<file path="src/rtl/uart_router_pkg.sv">
// Shared constants, parser state encoding and small helpers for the 1-to-20 UART frame router.
package uart_router_pkg;

    localparam logic [7:0] HDR0      = 8'h24;
    localparam logic [7:0] HDR1      = 8'h43;
    localparam logic [7:0] HDR2      = 8'h54;
    localparam logic [7:0] HDR3      = 8'h46;
    localparam logic [7:0] END_BYTE  = 8'hFE;
    localparam logic [7:0] ACK       = 8'hAA;
    localparam logic [7:0] NAK       = 8'h55;
    localparam logic [7:0] CHAN_BASE = 8'h11;
    localparam logic [7:0] CHAN_LAST = 8'h24;
    localparam int         NUM_CH    = 20;

    typedef enum logic [3:0] {
        ST_IDLE, ST_H1, ST_H2, ST_H3, ST_LEN, ST_CHAN,
        ST_DATA, ST_CRC0, ST_CRC1, ST_END, ST_FWD, ST_RESP
    } parser_state_t;

    // A mismatching 0x24 is itself a valid first header byte, so it restarts the header.
    function automatic parser_state_t hdr_step(input logic [7:0] b, input logic [7:0] want,
                                               input parser_state_t nxt);
        if (b == want) begin
            return nxt;
        end else if (b == HDR0) begin
            return ST_H1;
        end else begin
            return ST_IDLE;
        end
    endfunction

    function automatic logic [NUM_CH-1:0] chan_onehot(input logic [4:0] k);
        return {{(NUM_CH-1){1'b0}}, 1'b1} << k;
    endfunction

endpackage

</file>
<file path="src/rtl/uart_1to20_router_if.sv">
// Pin bundle of the router: host UART pair, 20 channel UART pairs and the reserved SPI slave.
interface uart_1to20_router_if;
    import uart_router_pkg::*;

    logic              spi_mosi;
    logic              spi_cs_n;
    logic              spi_clk;
    logic              spi_miso;
    logic              uart_tx_to_fpga;
    logic              uart_rx_from_fpga;
    logic [NUM_CH-1:0] uart_rx;
    logic [NUM_CH-1:0] uart_tx;

    modport master (
        output spi_mosi, spi_cs_n, spi_clk, uart_tx_to_fpga, uart_rx,
        input  spi_miso, uart_rx_from_fpga, uart_tx
    );

    modport slave (
        input  spi_mosi, spi_cs_n, spi_clk, uart_tx_to_fpga, uart_rx,
        output spi_miso, uart_rx_from_fpga, uart_tx
    );

endinterface

</file>
<file path="src/rtl/uart_byte_tx.sv">
// 8N1 byte serializer; a new byte offered on the last stop-bit clock follows with no idle gap.
module uart_byte_tx #(
    parameter int CLKS_PER_BIT = 69
) (
    input  logic       clk,
    input  logic       rst,
    input  logic       start,
    input  logic [7:0] data,
    output logic       tx,
    output logic       busy,
    output logic       ready
);
    localparam int               CNT_W    = $clog2(CLKS_PER_BIT);
    localparam logic [CNT_W-1:0] CNT_LAST = CNT_W'(CLKS_PER_BIT - 1);

    logic [CNT_W-1:0] clk_cnt_r;
    logic [3:0]       bit_cnt_r;
    logic [9:0]       shift_r;
    logic             busy_r;
    logic             tx_r;
    logic             bit_end_s;
    logic             frame_end_s;

    assign bit_end_s   = (clk_cnt_r == CNT_LAST);
    assign frame_end_s = busy_r && bit_end_s && (bit_cnt_r == 4'd9);
    assign ready       = !busy_r || frame_end_s;
    assign busy        = busy_r;
    assign tx          = tx_r;

    // Bit timer and shift register; the line is driven straight from tx_r.
    always_ff @(posedge clk) begin
        if (rst) begin
            clk_cnt_r <= {CNT_W{1'b0}};
            bit_cnt_r <= 4'd0;
            shift_r   <= 10'h3FF;
            busy_r    <= 1'b0;
            tx_r      <= 1'b1;
        end else if (start && ready) begin
            shift_r   <= {1'b1, data, 1'b0};
            tx_r      <= 1'b0;
            busy_r    <= 1'b1;
            clk_cnt_r <= {CNT_W{1'b0}};
            bit_cnt_r <= 4'd0;
        end else if (frame_end_s) begin
            busy_r    <= 1'b0;
            tx_r      <= 1'b1;
            clk_cnt_r <= {CNT_W{1'b0}};
            bit_cnt_r <= 4'd0;
        end else if (busy_r) begin
            if (bit_end_s) begin
                clk_cnt_r <= {CNT_W{1'b0}};
                bit_cnt_r <= bit_cnt_r + 4'd1;
                shift_r   <= {1'b1, shift_r[9:1]};
                tx_r      <= shift_r[1];
            end else begin
                clk_cnt_r <= clk_cnt_r + CNT_W'(1);
            end
        end
    end

endmodule

</file>
<file path="src/rtl/uart_1to20_router.sv">
// Host frame receiver/parser that forwards each frame payload to one of 20 channel UARTs
// and answers the host with ACK/NAK.
module uart_1to20_router
    import uart_router_pkg::*;
#(
    parameter int CLKS_PER_BIT = 69,
    parameter int MAX_LEN      = 32
) (
    input logic                clk,
    input logic                rst,
    uart_1to20_router_if.slave bus
);
    localparam int               CNT_W   = $clog2(CLKS_PER_BIT);
    localparam logic [CNT_W-1:0] RX_HALF = CNT_W'(CLKS_PER_BIT / 2 - 1);
    localparam logic [CNT_W-1:0] RX_LAST = CNT_W'(CLKS_PER_BIT - 1);
    localparam int               IDX_W   = $clog2(MAX_LEN);
    localparam int               LEN_W   = IDX_W + 1;
    localparam logic [7:0]       LEN_MAX = 8'(MAX_LEN);

    // host receiver
    logic             rx_meta_r, rx_sync_r, rx_prev_r, rx_busy_r;
    logic [CNT_W-1:0] rx_cnt_r;
    logic [3:0]       rx_bit_r;
    logic [7:0]       rx_shift_r, rx_byte_r;
    logic             rx_valid_r, rx_ferr_r;

    // parser
    parser_state_t    state_r, state_n;
    logic [LEN_W-1:0] len_r, len_n, data_cnt_r, data_cnt_n, fwd_idx_r, fwd_idx_n;
    logic [IDX_W-1:0] wr_idx_r, wr_idx_n;
    logic [4:0]       chan_r, chan_n;
    logic             err_r, err_n, resp_started_r, resp_started_n;
    logic             wr_en_s, fwd_start_s, resp_start_s, parsing_s;
    logic [7:0]       buf_r [MAX_LEN];

    // serializers and line drivers
    logic [7:0]        fwd_data_s, resp_data_s;
    logic              fwd_line_s, fwd_busy_s, fwd_ready_s;
    logic              resp_line_s, resp_busy_s, unused_resp_ready_s;
    logic [NUM_CH-1:0] uart_tx_r;
    logic              unused_inputs_s;

    // Host receiver: 2-FF synchronizer, start confirmed at mid-bit, data sampled LSB-first.
    always_ff @(posedge clk) begin
        if (rst) begin
            rx_meta_r  <= 1'b1;
            rx_sync_r  <= 1'b1;
            rx_prev_r  <= 1'b1;
            rx_busy_r  <= 1'b0;
            rx_cnt_r   <= {CNT_W{1'b0}};
            rx_bit_r   <= 4'd0;
            rx_shift_r <= 8'h00;
            rx_byte_r  <= 8'h00;
            rx_valid_r <= 1'b0;
            rx_ferr_r  <= 1'b0;
        end else begin
            rx_meta_r  <= bus.uart_tx_to_fpga;
            rx_sync_r  <= rx_meta_r;
            rx_prev_r  <= rx_sync_r;
            rx_valid_r <= 1'b0;
            rx_ferr_r  <= 1'b0;
            if (!rx_busy_r) begin
                if (rx_prev_r && !rx_sync_r) begin
                    rx_busy_r <= 1'b1;
                    rx_cnt_r  <= {CNT_W{1'b0}};
                    rx_bit_r  <= 4'd0;
                end
            end else if (rx_bit_r == 4'd0) begin
                if (rx_cnt_r == RX_HALF) begin
                    rx_cnt_r <= {CNT_W{1'b0}};
                    if (rx_sync_r) begin
                        rx_busy_r <= 1'b0;
                    end else begin
                        rx_bit_r <= 4'd1;
                    end
                end else begin
                    rx_cnt_r <= rx_cnt_r + CNT_W'(1);
                end
            end else if (rx_cnt_r == RX_LAST) begin
                rx_cnt_r <= {CNT_W{1'b0}};
                if (rx_bit_r == 4'd9) begin
                    rx_busy_r <= 1'b0;
                    rx_bit_r  <= 4'd0;
                    if (rx_sync_r) begin
                        rx_valid_r <= 1'b1;
                        rx_byte_r  <= rx_shift_r;
                    end else begin
                        rx_ferr_r <= 1'b1;
                    end
                end else begin
                    rx_shift_r <= {rx_sync_r, rx_shift_r[7:1]};
                    rx_bit_r   <= rx_bit_r + 4'd1;
                end
            end else begin
                rx_cnt_r <= rx_cnt_r + CNT_W'(1);
            end
        end
    end

    assign parsing_s = (state_r != ST_FWD) && (state_r != ST_RESP);

    // Parser next-state and control; received bytes are ignored in FWD and RESP.
    always_comb begin
        state_n        = state_r;
        len_n          = len_r;
        chan_n         = chan_r;
        wr_idx_n       = wr_idx_r;
        data_cnt_n     = data_cnt_r;
        fwd_idx_n      = fwd_idx_r;
        err_n          = err_r;
        resp_started_n = resp_started_r;
        wr_en_s        = 1'b0;
        fwd_start_s    = 1'b0;
        resp_start_s   = 1'b0;
        if (rx_ferr_r && parsing_s) begin
            state_n = ST_IDLE;
        end else begin
            case (state_r)
                ST_IDLE, ST_H1, ST_H2, ST_H3: begin
                    if (rx_valid_r) begin
                        case (state_r)
                            ST_IDLE: state_n = hdr_step(rx_byte_r, HDR0, ST_H1);
                            ST_H1:   state_n = hdr_step(rx_byte_r, HDR1, ST_H2);
                            ST_H2:   state_n = hdr_step(rx_byte_r, HDR2, ST_H3);
                            default: state_n = hdr_step(rx_byte_r, HDR3, ST_LEN);
                        endcase
                    end else begin
                        state_n = state_r;
                    end
                end
                ST_LEN: begin
                    if (!rx_valid_r) begin
                        state_n = state_r;
                    end else if ((rx_byte_r == 8'd0) || (rx_byte_r > LEN_MAX)) begin
                        err_n   = 1'b1;
                        state_n = ST_RESP;
                    end else begin
                        len_n   = rx_byte_r[LEN_W-1:0];
                        state_n = ST_CHAN;
                    end
                end
                ST_CHAN: begin
                    if (!rx_valid_r) begin
                        state_n = state_r;
                    end else if ((rx_byte_r < CHAN_BASE) || (rx_byte_r > CHAN_LAST)) begin
                        err_n   = 1'b1;
                        state_n = ST_RESP;
                    end else begin
                        chan_n     = 5'(rx_byte_r - CHAN_BASE);
                        wr_idx_n   = {IDX_W{1'b0}};
                        data_cnt_n = {LEN_W{1'b0}};
                        fwd_idx_n  = {LEN_W{1'b0}};
                        state_n    = ST_DATA;
                    end
                end
                ST_DATA: begin
                    if (rx_valid_r) begin
                        wr_en_s    = 1'b1;
                        data_cnt_n = data_cnt_r + LEN_W'(1);
                        if ((LEN_W'(wr_idx_r) + LEN_W'(1)) == len_r) begin
                            wr_idx_n = {IDX_W{1'b0}};
                        end else begin
                            wr_idx_n = wr_idx_r + IDX_W'(1);
                        end
                        if ((data_cnt_r + LEN_W'(1)) == len_r) begin
                            state_n = ST_CRC0;
                        end else begin
                            state_n = ST_DATA;
                        end
                    end else begin
                        state_n = state_r;
                    end
                end
                ST_CRC0: state_n = rx_valid_r ? ST_CRC1 : ST_CRC0;
                ST_CRC1: state_n = rx_valid_r ? ST_END : ST_CRC1;
                ST_END: begin
                    if (!rx_valid_r) begin
                        state_n = state_r;
                    end else if (rx_byte_r == END_BYTE) begin
                        fwd_start_s = 1'b1;
                        fwd_idx_n   = LEN_W'(1);
                        state_n     = ST_FWD;
                    end else begin
                        err_n   = 1'b1;
                        state_n = ST_RESP;
                    end
                end
                ST_FWD: begin
                    if (fwd_idx_r != len_r) begin
                        if (fwd_ready_s) begin
                            fwd_start_s = 1'b1;
                            fwd_idx_n   = fwd_idx_r + LEN_W'(1);
                        end else begin
                            fwd_start_s = 1'b0;
                        end
                    end else if (!fwd_busy_s) begin
                        state_n = ST_RESP;
                    end else begin
                        state_n = state_r;
                    end
                end
                ST_RESP: begin
                    if (!resp_started_r) begin
                        resp_start_s   = 1'b1;
                        resp_started_n = 1'b1;
                    end else if (!resp_busy_s) begin
                        resp_started_n = 1'b0;
                        err_n          = 1'b0;
                        state_n        = ST_IDLE;
                    end else begin
                        state_n = state_r;
                    end
                end
                default: state_n = ST_IDLE;
            endcase
        end
    end

    // Parser state and frame bookkeeping registers.
    always_ff @(posedge clk) begin
        if (rst) begin
            state_r        <= ST_IDLE;
            len_r          <= {LEN_W{1'b0}};
            chan_r         <= 5'd0;
            wr_idx_r       <= {IDX_W{1'b0}};
            data_cnt_r     <= {LEN_W{1'b0}};
            fwd_idx_r      <= {LEN_W{1'b0}};
            err_r          <= 1'b0;
            resp_started_r <= 1'b0;
        end else begin
            state_r        <= state_n;
            len_r          <= len_n;
            chan_r         <= chan_n;
            wr_idx_r       <= wr_idx_n;
            data_cnt_r     <= data_cnt_n;
            fwd_idx_r      <= fwd_idx_n;
            err_r          <= err_n;
            resp_started_r <= resp_started_n;
        end
    end

    // Payload buffer; contents are only meaningful once DATA has filled them.
    always_ff @(posedge clk) begin
        if (wr_en_s) begin
            buf_r[wr_idx_r] <= rx_byte_r;
        end
    end

    assign fwd_data_s  = buf_r[fwd_idx_r[IDX_W-1:0]];
    assign resp_data_s = err_r ? NAK : ACK;

    uart_byte_tx #(.CLKS_PER_BIT(CLKS_PER_BIT)) u_fwd_tx (
        .clk   (clk),
        .rst   (rst),
        .start (fwd_start_s),
        .data  (fwd_data_s),
        .tx    (fwd_line_s),
        .busy  (fwd_busy_s),
        .ready (fwd_ready_s)
    );

    uart_byte_tx #(.CLKS_PER_BIT(CLKS_PER_BIT)) u_resp_tx (
        .clk   (clk),
        .rst   (rst),
        .start (resp_start_s),
        .data  (resp_data_s),
        .tx    (resp_line_s),
        .busy  (resp_busy_s),
        .ready (unused_resp_ready_s)
    );

    // Steer the shared forwarding serializer onto the selected channel; all others idle high.
    always_ff @(posedge clk) begin
        if (rst) begin
            uart_tx_r <= {NUM_CH{1'b1}};
        end else begin
            uart_tx_r <= fwd_line_s ? {NUM_CH{1'b1}} : ~chan_onehot(chan_r);
        end
    end

    assign bus.uart_tx           = uart_tx_r;
    assign bus.uart_rx_from_fpga = resp_line_s;
    assign bus.spi_miso          = 1'b0;
    assign unused_inputs_s       = ^{bus.spi_mosi, bus.spi_cs_n, bus.spi_clk, bus.uart_rx};

endmodule

</file>
<file path="src/flat_wrapper.sv">
// flat-port wrapper written by rule: the top's interface ports become plain ports
module uart_1to20_router_flat import uart_router_pkg::*;
#(
    parameter int CLKS_PER_BIT = 69,
    parameter int MAX_LEN      = 32
)
  (clk, rst, bus_spi_mosi, bus_spi_cs_n, bus_spi_clk, bus_uart_tx_to_fpga, bus_uart_rx, bus_spi_miso, bus_uart_rx_from_fpga, bus_uart_tx);
  uart_1to20_router_if bus_i ();
  input logic clk;
  input logic rst;
  input wire logic [$bits(bus_i.spi_mosi)-1:0] bus_spi_mosi;
  input wire logic [$bits(bus_i.spi_cs_n)-1:0] bus_spi_cs_n;
  input wire logic [$bits(bus_i.spi_clk)-1:0] bus_spi_clk;
  input wire logic [$bits(bus_i.uart_tx_to_fpga)-1:0] bus_uart_tx_to_fpga;
  input wire logic [$bits(bus_i.uart_rx)-1:0] bus_uart_rx;
  output wire logic [$bits(bus_i.spi_miso)-1:0] bus_spi_miso;
  output wire logic [$bits(bus_i.uart_rx_from_fpga)-1:0] bus_uart_rx_from_fpga;
  output wire logic [$bits(bus_i.uart_tx)-1:0] bus_uart_tx;
  assign bus_i.spi_mosi = bus_spi_mosi;
  assign bus_i.spi_cs_n = bus_spi_cs_n;
  assign bus_i.spi_clk = bus_spi_clk;
  assign bus_i.uart_tx_to_fpga = bus_uart_tx_to_fpga;
  assign bus_i.uart_rx = bus_uart_rx;
  assign bus_spi_miso = bus_i.spi_miso;
  assign bus_uart_rx_from_fpga = bus_i.uart_rx_from_fpga;
  assign bus_uart_tx = bus_i.uart_tx;
  uart_1to20_router #(.CLKS_PER_BIT(CLKS_PER_BIT), .MAX_LEN(MAX_LEN)) u_core (.clk(clk), .rst(rst), .bus(bus_i));
endmodule
</file>
<file path="config.mk">
export PLATFORM = sky130hd
export DESIGN_NAME = uart_1to20_router_flat
export DESIGN_NICKNAME = d
export VERILOG_FILES = /design/src/rtl/uart_router_pkg.sv /design/src/rtl/uart_1to20_router_if.sv /design/src/rtl/uart_byte_tx.sv /design/src/rtl/uart_1to20_router.sv /design/src/flat_wrapper.sv
export SDC_FILE = /design/constraint.sdc
export NUM_CORES = 1
export LEC_CHECK = 0
export BUFFER_PORTS_ARGS = -buffer_cell sky130_fd_sc_hd__buf_2
export CAP_MARGIN = 20
export CORE_ASPECT_RATIO = 1.1
export CORE_MARGIN = 2
export CORE_UTILIZATION = 62
export CTS_CLUSTER_DIAMETER = 80
export DETAILED_ROUTE_END_ITERATION = 16
export PLACE_DENSITY = 0.8
export SETUP_SLACK_MARGIN = 0.02
export SYNTH_ARGS = -nofsm -noshare
export SYNTH_HDL_FRONTEND = slang
export SYNTH_SLANG_ARGS = --single-unit
</file>
<file path="constraint.sdc">
create_clock -name clk -period 3.27 [get_ports clk]
set_input_delay 0.327 -clock clk [delete_from_list [all_inputs] [get_ports clk]]
set_output_delay 0.327 -clock clk [all_outputs]
set_load 0.02 [all_outputs]
</file>
# ---- After elaboration in Yosys (flattened, before gate mapping)
# Memory sizes are Yosys's and may differ from the RTL's. A register that Yosys moved wholly into a read port is not among the register bits.
# Index checks and enable logic that the tools add are counted.
dict set report classes {
  addsub 11
  order_cmp 3
  eq_ne 49
  n_shift 1
  mux 105
  bitwise 8
  n_reduce_logical 55
}
# op count
set op_table {}
lappend op_table {{4-bit two-way mux} 20}
lappend op_table {{9-bit two-way mux} 8}
lappend op_table {{7-bit two-way mux} 7}
lappend op_table {{1-bit two-way mux} 47}
lappend op_table {{6-bit two-way mux} 7}
lappend op_table {{4-bit case mux with 9 select lines} 1}
lappend op_table {{5-bit two-way mux} 6}
lappend op_table {{4-bit equality test, second input constant} 7}
lappend op_table {{8-bit by 7-bit equality test with 1-bit output, second input constant} 3}
lappend op_table {{2-bit by 1-bit inequality test with 1-bit output, second input constant} 12}
lappend op_table {{7-bit by 1-bit adder with 7-bit output, second input constant} 3}
lappend op_table {{7-bit equality test, second input constant} 3}
lappend op_table {{20-bit NOT} 1}
lappend op_table {{1-bit by 5-bit left shift with 20-bit output, first input constant} 1}
lappend op_table {{6-bit case mux with 3 select lines} 1}
lappend op_table {{4-bit by 3-bit equality test with 1-bit output, second input constant} 4}
lappend op_table {{8-bit by 6-bit greater-than comparator with 1-bit output, second input constant} 2}
lappend op_table {{4-bit AND reduction} 4}
lappend op_table {{2-bit nonzero test} 8}
lappend op_table {{3-bit nonzero test} 5}
lappend op_table {{4-bit by 1-bit adder with 4-bit output, second input constant} 3}
lappend op_table {{6-bit by 1-bit adder with 6-bit output, second input constant} 2}
lappend op_table {{6-bit equality test} 2}
lappend op_table {{2-bit inequality test, second input constant} 6}
lappend op_table {{other kinds (37)} 69}
dict set report totals {
  register_bits 131
  ramBits 256
  input_bits 26
  out_inout_bits 22
  elab_cells 262
  memories 1
}
# memory words word_bits rd rd_ports_with_merged_regs write_ports line_no
set memory_table {}
lappend memory_table {u_core.buf_r 32 8 1 1 1 uart_1to20_router.sv:34} ;# logic [7:0] buf_r [MAX_LEN];

# ---- Logic depth before layout (Yosys ltp)
# Gate-level depths: netlist of the first run.
dict set report depth {
  ltp_word 11
  mapped_depth 10
  mapped_depth_nobuf 8
}

# ---- Modules after synthesis
# From an unflattened synthesis of the first run, not the netlist that was laid out.
dict set report hier_totals {
  cells_unflattened 1172
  hier_area_um2 16707.3
}
# module instances cells_per_inst area_each_um2 seq_area_each_um2
set modules_own_cells {}
lappend modules_own_cells {uart_1to20_router 1 928 14507.7 9529.1}
lappend modules_own_cells {uart_byte_tx 2 122 1099.8 420.4}

# ---- Worst setup path after synthesis of the first run
# OpenSTA, ideal clock, no wires.
dict set report synth_path {
  path_kind {reg-to-reg}
  start {register u_core.rx_byte_r[0]}
  end {register with a tool-made name}
  setup_ns 0.077
  arrival_ns 2.479
  required_time_ns 3.193
  setup_slack_ns 0.713
  stages_incl_launch_ff 9
  path_buffers 0
  synth_period_minus_slack_ns 2.557
  path_cell_list {dfxtp_1 > inv_1 > ha_1 > or3b_1 > and4bb_4 > or3_4 > nand3_4 > or4_1 > a21boi_1}
}
# element line_no
set synth_rtl {}
lappend synth_rtl {{start, declared} uart_1to20_router.sv:24} ;# logic [7:0] rx_shift_r, rx_byte_r;
lappend synth_rtl {{start signal, assigned} uart_1to20_router.sv:86} ;# rx_byte_r <= rx_shift_r;

==> flow_metrics.tcl, run 1 <==
set metrics [dict create \
    status "complete, no violations" \
    antenna_found_initial 0 \
    met3_usage 0.0305 \
    clock_power_share 0.436 \
    tightest_slew_ns 0.987 \
    syn_area_sq_um 16800 \
    ys.flop_type "edfxtp_1" \
    ys_ff_latch 390 \
    initial_core_util 0.627 \
    powerDensity_nw_per_um2 501 \
    report.final.slew_viol_count 0 \
    ctsHoldBuffers 1 \
    required_ns 3.62 \
    place.gp.congestion 0.898 \
    design_area_sq_um 18600 \
    crit_type "reg -> reg" \
    post-route-period-util 0.842 \
    clkSinkCount 390 \
    rsz0062_at_grt "no" \
    synth_top_cells_by_area "edfxtp_1, dfxtp_1, mux4_2" \
    maxCapViolations 0 \
    cts_tree "yes" \
    ys_seq_area_frac 0.617 \
    htree_levels 2 \
    start_kind "flop" \
    wl_per_cell_um 20.5 \
    synth_nets 1379 \
    timing.setup.tns_ns 0 \
    relSlewSlack 0.342 \
    p_switching_mw 1.76 \
    synth_top_area_frac 0.457 \
    synth-async-reset-ratio 0 \
    synth_edf_count 256 \
    synth.largest_area_cell "edfxtp_1" \
    report.final.hold_viol_count 0 \
    p_leak_nw 6.14 \
    grt_first_pass_wirelength_um 57200 \
    cp-end-kind "flop" \
    setup_viol 0 \
    rows 63 \
    global_route.usage.met1 0.327 \
    diodes 0 \
    synthTopCellsByCount "edfxtp_1, dfxtp_1, nor2_1" \
    r2r_slack_ns 0.52 \
    clock_path_buffers 3 \
    grt_util_all_layers 0.258 \
    overflow 0 \
    syn2layout_area_growth_pct 10.6 \
    drive_above_1_share 0.152 \
    dp_cells 1689 \
    synthCells 1329 \
    crit_fanout 33 \
    yosysMostFrequentCell "edfxtp_1" \
    top_usage_layer "met2" \
    grt_pass1_vias 10800 \
    drtPass1Iterations 5 \
    yosysWarnings 0 \
    io_buffers 23 \
    fin_crit_ns 2.75 \
    place_hpwl_um 23400 \
    arrival_ns 3.10 \
    avgSynthCellArea_sq_um 12.6 \
    cts.clk_slew.worst_paths_ns 0.06 \
    die_x_um 161 \
    clkLatencyLatePin_ns 0.52 \
    finalNonFillerCells 1754 \
    core_sq_um 26800 \
    final.setup_skew_ns 0.0260 \
    use_met2 0.455 \
    grt_max_degree 73 \
    ys_types 90 \
    cts_resized 0 \
    fin_nets 1422 \
    p_seq_frac 0.558 \
    dieArea_sq_um 28400 \
    min_path_type "in -> reg" \
    ir_drop_v 0.000427 \
    die_y_um 177 \
    place_area_sq_um 17400 \
    num_io_pins 48 \
    timing.fmax_ghz 0.363 \
    detail-route-antenna-nets 0 \
    cts-root-buf "clkbuf_16" \
    drc 0 \
    viasPerCell 6.20 \
    wl_um 36000 \
    drtIter0Drc 1050 \
    cts_setup_buffers 0 \
    power_frac_comb 0.006 \
    netSwitchingFraction 0.189 \
    numCtsBuffers 37 \
    intPower_mw 7.54 \
    finalPower_mw 9.30 \
    num_vias 10900 \
]
[state kept, by name (all words and copies together), names as in the netlist, 4 cells and up, named ones only]
register and count:
u_core.u_resp_tx.clk_cnt_r 7, u_core.rx_shift_r 8, u_core.wr_idx_r 5, u_core.u_fwd_tx.clk_cnt_r 7
u_core.state_r 4, u_core.buf_r 256, u_core.u_resp_tx.shift_r 8, u_core.u_fwd_tx.shift_r 8
u_core.chan_r 5, u_core.rx_bit_r 4, u_core.u_fwd_tx.bit_cnt_r 4, u_core.data_cnt_r 6
u_core.len_r 6, u_core.u_resp_tx.bit_cnt_r 4, u_core.bus.uart_tx 20, u_core.rx_cnt_r 7
u_core.fwd_idx_r 6, u_core.rx_byte_r 8
[critical path, stage by stage, from the launching register on]
cell	delay, ns
dfxtp_2	0.94
nand2b_1	0.49
o22ai_1	0.28
nor4_1	0.08
or3_1	0.42
nor3_1	0.24
a41oi_1	0.08
[final cells by class]
class / count / area [sq um]
inverter: 27 / 106
clock buffer: 53 / 1060
sequential: 390 / 10400
timing repair buffer: 76 / 528
clock inverter: 11 / 90.1
tap: 357 / 447
fill: 1823 / 8220
multi-input combinational: 840 / 5970
[cell usage in the layout (no fill, tap or decap), types with 26 or more instances in the layout]
cell	netlist	final
a211oi_1	37	37
edfxtp_1	256	256
inv_1	26	26
buf_4	7	51
nand3_1	28	28
nand2_1	92	92
mux2_2	26	26
clkbuf_16	0	39
mux4_2	28	28
a21oi_1	55	55
nor2_1	128	128
nor2b_1	43	43
mux2i_1	42	42
nor3_1	37	37
dfxtp_1	134	131
[cells by family after synthesis]
group	share of synthesized area
other	0.000223
and+or+nand+nor	0.144
adders and majority gates	0.0179
buffers and inverters	0.0274
AOI/OAI and AO/OA	0.0953
xor gates and xnor gates	0.0172
muxes	0.0806
DFF	0.617
[power groups by stage]
stage	Sequential [mW]	Clock [mW]	Combinational (mW)
after global placement	5.30	0	0.0489
after floorplan	5.30	0	0.0389
final	5.19	4.06	0.0513
after global routing	5.19	4.30	0.0567
after detailed placement	5.30	0	0.0499
after CTS	5.19	4.12	0.0512
[metrics by stage]
step / hold slack, ns / setup WS, ns / util
after floorplan: 0.389 / 0.713 / -
after global placement: 0.394 / 0.631 / 0.650
after detailed placement: 0.392 / 0.515 / 0.650
after CTS: 0.274 / 0.444 / 0.693
after global routing: 0.319 / 0.261 / 0.693
final: 0.302 / 0.518 / 0.693
[routing by layer]
layer | up-vias | wire length (um)
met5 | - | 0
met4 | 0 | 1370
met3 | 102 | 1980
met2 | 382 | 18400
met1 | 5300 | 14300
li1 | 5091 | -
[path summary, 6_finish.rpt]
| path | from | endpoint | cells after the start |
|---|---|---|---|
| max | flop | u_core.u_fwd_tx.shift_r[6] | 6 |
| min | rst | u_core.rx_byte_r[6] | 2 |
| max reg2reg | flop | u_core.u_fwd_tx.shift_r[6] | 6 |
| min reg2reg | u_core.rx_meta_r | u_core.rx_sync_r | 1 |
(Power assumes the default switching activity.)
==> run 2, diff against run 1 <==
Settings changed: CORE_UTILIZATION 62 to 56, PLACE_DENSITY 0.8 to 0.77.
Clock period 3.27 ns to 2.4 ns, I/O delays scaled along.
==> flow_metrics.tcl, run 2 (synthesis gave the netlist of run 1 again) <==
set metrics [dict create \
    status "complete, no violations" \
    numCtsBuffers 39 \
    min_from "rst" \
    post-route-period-util 0.915 \
    dp_cells 1741 \
    clock_path_buffers 3 \
    cts.clk_slew.worst_paths_ns 0.06 \
    setup_viol 0 \
    wl_met2_um 18400 \
    final_common_cell "edfxtp_1" \
    largest_reg_flops 256 \
    r2r_slack_ns 0.20 \
    fin_util 0.646 \
    initial_core_util 0.568 \
    arrival_ns 2.61 \
    num_io_pins 48 \
    rsz0062_at_grt "no" \
    rows 66 \
    maxCapViolations 0 \
    largest-register "u_core.buf_r" \
    wl_um 37000 \
    die_x_um 169 \
    timing.fmax_ghz 0.455 \
    holdPathEnd "u_core.chan_r[4]" \
    grt_util_all_layers 0.238 \
    io_buffers 23 \
    timing.setup.tns_ns 0 \
    grt_first_pass_wirelength_um 58200 \
    place.gp.congestion 0.904 \
    drtPass1Iterations 6 \
    min_path_type "in -> reg" \
    finalPower_mw 13.2 \
    cts_tree "yes" \
    tightest_slew_ns 0.772 \
    drtIter0Drc 1053 \
    clkLatencyLatePin_ns 0.53 \
    crit_type "reg -> reg" \
    start_kind "flop" \
    drive_above_1_share 0.188 \
    p_leak_nw 6.40 \
    crit_path_cell_trace "buf_8, mux2_2, o22ai_1, nor4_1, a211o_1, o32a_1" \
    wl_per_cell_um 20.4 \
    relSlewSlack 0.485 \
    fin_nets 1460 \
    dr_wl_met3_um 2050 \
    critical-path-max-stage-delay_ns 0.56 \
    report.final.slew_viol_count 0 \
    diodes 0 \
    grt_pass1_vias 10900 \
    die_y_um 186 \
    core_sq_um 29600 \
    place_area_sq_um 17800 \
    detail-route-antenna-nets 0 \
    syn2layout_area_growth_pct 13.7 \
    worst_path_max_delay_cell "dfxtp_4" \
    clkSinkCount 390 \
    num_vias 11000 \
    powerDensity_nw_per_um2 690 \
    postLayoutSetupSlackWorst_ns 0.203 \
    place_hpwl_um 24200 \
    ir_drop_v 0.000581 \
    cp-end-kind "flop" \
    post-place-ws_ns 0.0592 \
    overflow 0 \
    htree_levels 2 \
    rr_worst_depth 6 \
    fin_hold_ws_ns 0.182 \
    met1Wirelength_um 15000 \
    design_area_sq_um 19100 \
    cts-root-buf "clkbuf_16" \
    top_layer "met4" \
    finalNonFillerCells 1814 \
    fill_cells 2153 \
    layout_common_cells "edfxtp_1, nor2_1, dfxtp_1" \
    dieArea_sq_um 31400 \
    crit_fanout 17 \
    viasPerCell 6.09 \
    drc 0 \
    report.final.hold_viol_count 0 \
    fin_crit_ns 2.20 \
    required_ns 2.81 \
    final.setup_skew_ns 0.0167 \
    whs_path_depth 3 \
    timing.rr.end "u_core.u_fwd_tx.shift_r[3]" \
    antenna_found_initial 0 \
    grt_max_degree 77 \
]
run 2: changes by cell type in the layout (fill, tap and decap cells not counted), moves of 3 or more:
cell,delta
buf_4,+30
clkinvlp_4,+3
buf_12,+5
clkinv_2,+3
dfxtp_1,-6
dfxtp_2,+6
run 2: per-layer routing:
| metal | vias to the layer above | global-route usage |
|---|---|---|
| met1 | 5438 | 0.300 |
| met4 | 0 | 0.0981 |
| met5 | - | 0 |
| li1 | 5174 | - |
| met3 | 87 | 0.0344 |
| met2 | 345 | 0.414 |
run 2: critical path: cells and delay by family, from the launching register on:
family / cells / cell delay, ns
AO/OA/AOI/OAI: 3 / 0.79
buffers and inverters: 1 / 0.22
flip-flops: 1 / 0.56
AND/OR/NAND/NOR: 1 / 0.13
multiplexers: 1 / 0.36
run 2: final cells by class:
type / instances / area [sq um] / area share
Clock inverter: 19 / 188 / 0.00983
Tap cell: 374 / 468 / 0.0245
Inverter: 27 / 106 / 0.00557
Timing Repair Buffer: 112 / 868 / 0.0455
Multi-Input combinational cell: 840 / 5990 / 0.314
Sequential cell: 390 / 10400 / 0.544
Clock buffer: 52 / 1100 / 0.0575
run 2: power by group:
part / leakage [nW] / internal (mW) / total, mW / switching (mW)
combinational: 2.32 / 0.0209 / 0.0739 / 0.0530
sequential: 3.46 / 7.07 / 7.07 / 0.00555
clock: 0.625 / 3.56 / 6.03 / 2.47
total: 6.40 / 10.6 / 13.2 / 2.53
run 2: worst max-delay path by stage:
stage | cells past startpoint | endpoint | slack, ns | from
floorplan | 7 | flop | 0.06 | u_core.rx_byte_r[2]
global placement | 7 | u_core.data_cnt_r[3] | 0.09 | u_core.rx_byte_r[0]
detailed placement | 7 | u_core.data_cnt_r[4] | 0.06 | u_core.rx_byte_r[0]
CTS | 7 | u_core.data_cnt_r[4] | 0.04 | u_core.rx_byte_r[0]
global route | 7 | u_core.u_resp_tx.shift_r[7] | 0.06 | u_core.u_resp_tx.bit_cnt_r[0]
finish | 6 | u_core.u_fwd_tx.shift_r[3] | 0.20 | flop
run 2: what timing repair did:
item / 4_1_cts / 5_1_grt
hold buffers: 1 / 0
endpoints found under the hold margin: 1 / 0
setup buffers: 0 / 1
resized for setup: 0 / 9
setup endpoints to repair: 0 / 253
==> run 3, diff against run 2 <==
Settings changed: CORE_UTILIZATION 56 to 62, PLACE_DENSITY 0.77 to 0.8.
Clock period 2.4 ns to 2.3 ns, I/O delays scaled along.
==> flow_metrics.tcl, run 3 (synthesis gave the netlist of run 1 again) <==
set metrics [dict create \
    relSlewSlack 0.452 \
    viasPerCell 6.14 \
    drc 0 \
    arrival_ns 2.64 \
    largest_reg_flops 256 \
    drive_above_1_share 0.202 \
    start_kind "flop" \
    final.setup_skew_ns 0.0128 \
    status "complete, no violations" \
    crit_fanout 8 \
    powerDensity_nw_per_um2 700 \
    tightest_slew_ns 0.811 \
    grt_first_pass_wirelength_um 57700 \
    grt_util_all_layers 0.261 \
    syn2layout_area_growth_pct 14.0 \
    wl_per_cell_um 20.6 \
    rsz0062_at_grt "yes" \
    fin_util 0.715 \
    fin_nets 1482 \
    clock_path_buffers 3 \
    num_vias 11100 \
    min_path_type "in -> reg" \
    cts-root-buf "clkbuf_16" \
    fill_cells 1783 \
    initial_core_util 0.627 \
    cts.clk_slew.worst_paths_ns 0.06 \
    place.gp.congestion 0.894 \
    p_leak_nw 6.47 \
    report.final.hold_viol_count 0 \
    place_hpwl_um 24500 \
    register_area_sq_um 10400 \
    multi_input_area_sq_um 6020 \
    crit_type "reg -> reg" \
    fin_crit_ns 2.23 \
    postLayoutSetupSlackWorst_ns 0.0650 \
    final_common_cell "edfxtp_1" \
    report.final.slew_viol_count 0 \
    htree_levels 2 \
    detail-route-antenna-nets 0 \
    layout_common_cells "edfxtp_1, nor2_1, dfxtp_1" \
    antenna_found_initial 0 \
    drtPass1Iterations 5 \
    grt_max_degree 38 \
    overflow 0 \
    wl_um 37400 \
    required_ns 2.70 \
    ir_drop_v 0.000501 \
    num_io_pins 48 \
    cts_tree "yes" \
    diodes 0 \
    grt_pass1_vias 10800 \
    die_x_um 161 \
    post-route-period-util 0.972 \
    numCtsBuffers 38 \
    clkLatencyLatePin_ns 0.53 \
    io_buffers 23 \
    maxCapViolations 0 \
    rows 63 \
    largest-register "u_core.buf_r" \
    die_y_um 177 \
    dieArea_sq_um 28400 \
    post-place-ws_ns -0.0467 \
    core_sq_um 26800 \
    cp-end-kind "flop" \
    timing.fmax_ghz 0.447 \
    drtIter0Drc 955 \
    setup_viol 0 \
    clkSinkCount 390 \
]
run 3: worst paths after layout:
check                           cells past startpoint                          to  slack, ns              from
worst min register to register                      1            u_core.rx_sync_r       0.41  u_core.rx_meta_r
worst max-delay path                                7  u_core.u_fwd_tx.shift_r[5]       0.07              flop
worst max register to register                      7  u_core.u_fwd_tx.shift_r[5]       0.07              flop
worst min-delay path                                2            u_core.chan_r[0]       0.05               rst
run 3: routing by layer:
layer,wire (um),share of wire,GRT usage
met4,1540,0.041,0.108
met3,2150,0.057,0.0321
met2,19100,0.51,0.456
met5,0,0,0
met1,14600,0.39,0.333
run 3: what timing repair did:
item                       4_1_cts  5_1_grt
hold endpoints to repair         1        0
pin swaps                        0        4
setup endpoints to repair       10      148
buffers inserted                 0        6
hold buffers                     1        0
resized for setup                3       18
run 3: cell type report:
| cell class | instances | share of cell area |
|---|---|---|
| flip-flops and latches | 390 | 0.542 |
| multi-input cells | 840 | 0.314 |
| clock inverters | 11 | 0.00444 |
| inverters | 27 | 0.00555 |
| repair buffers | 135 | 0.0526 |
| clock buffers | 55 | 0.0578 |
| well taps | 357 | 0.0233 |
run 3: metrics by stage:
stage	total power [mW]	area [sq um]	hold slack [ns]	TNS [ns]	instances
final	13.4	19200	0.0493	0	1815
after global routing	13.7	19200	0.0687	0	1815
after floorplan	7.58	16800	0.334	0	1329
after detailed placement	7.61	17900	0.397	-0.171	1742
after CTS	13.5	19100	0.0400	0	1809
after global placement	7.60	17900	0.392	0	1742
run 3: where the power goes:
| group | internal [mW] | switching (mW) | leakage, nW |
|---|---|---|---|
| Combinational | 0.0229 | 0.0559 | 2.42 |
| Clock | 3.46 | 2.50 | 0.587 |
| Sequential | 7.37 | 0.00545 | 3.46 |
| Total | 10.9 | 2.56 | 6.47 |
run 3: worst max-delay path, cell delays in order (launching register included):
cell and delay [ns]:
dfxtp_4 0.49, buf_4 0.17, buf_4 0.11, nor2b_1 0.04, a2111oi_0 0.46, nor4_1 0.19
a211o_1 0.34, o32a_1 0.33
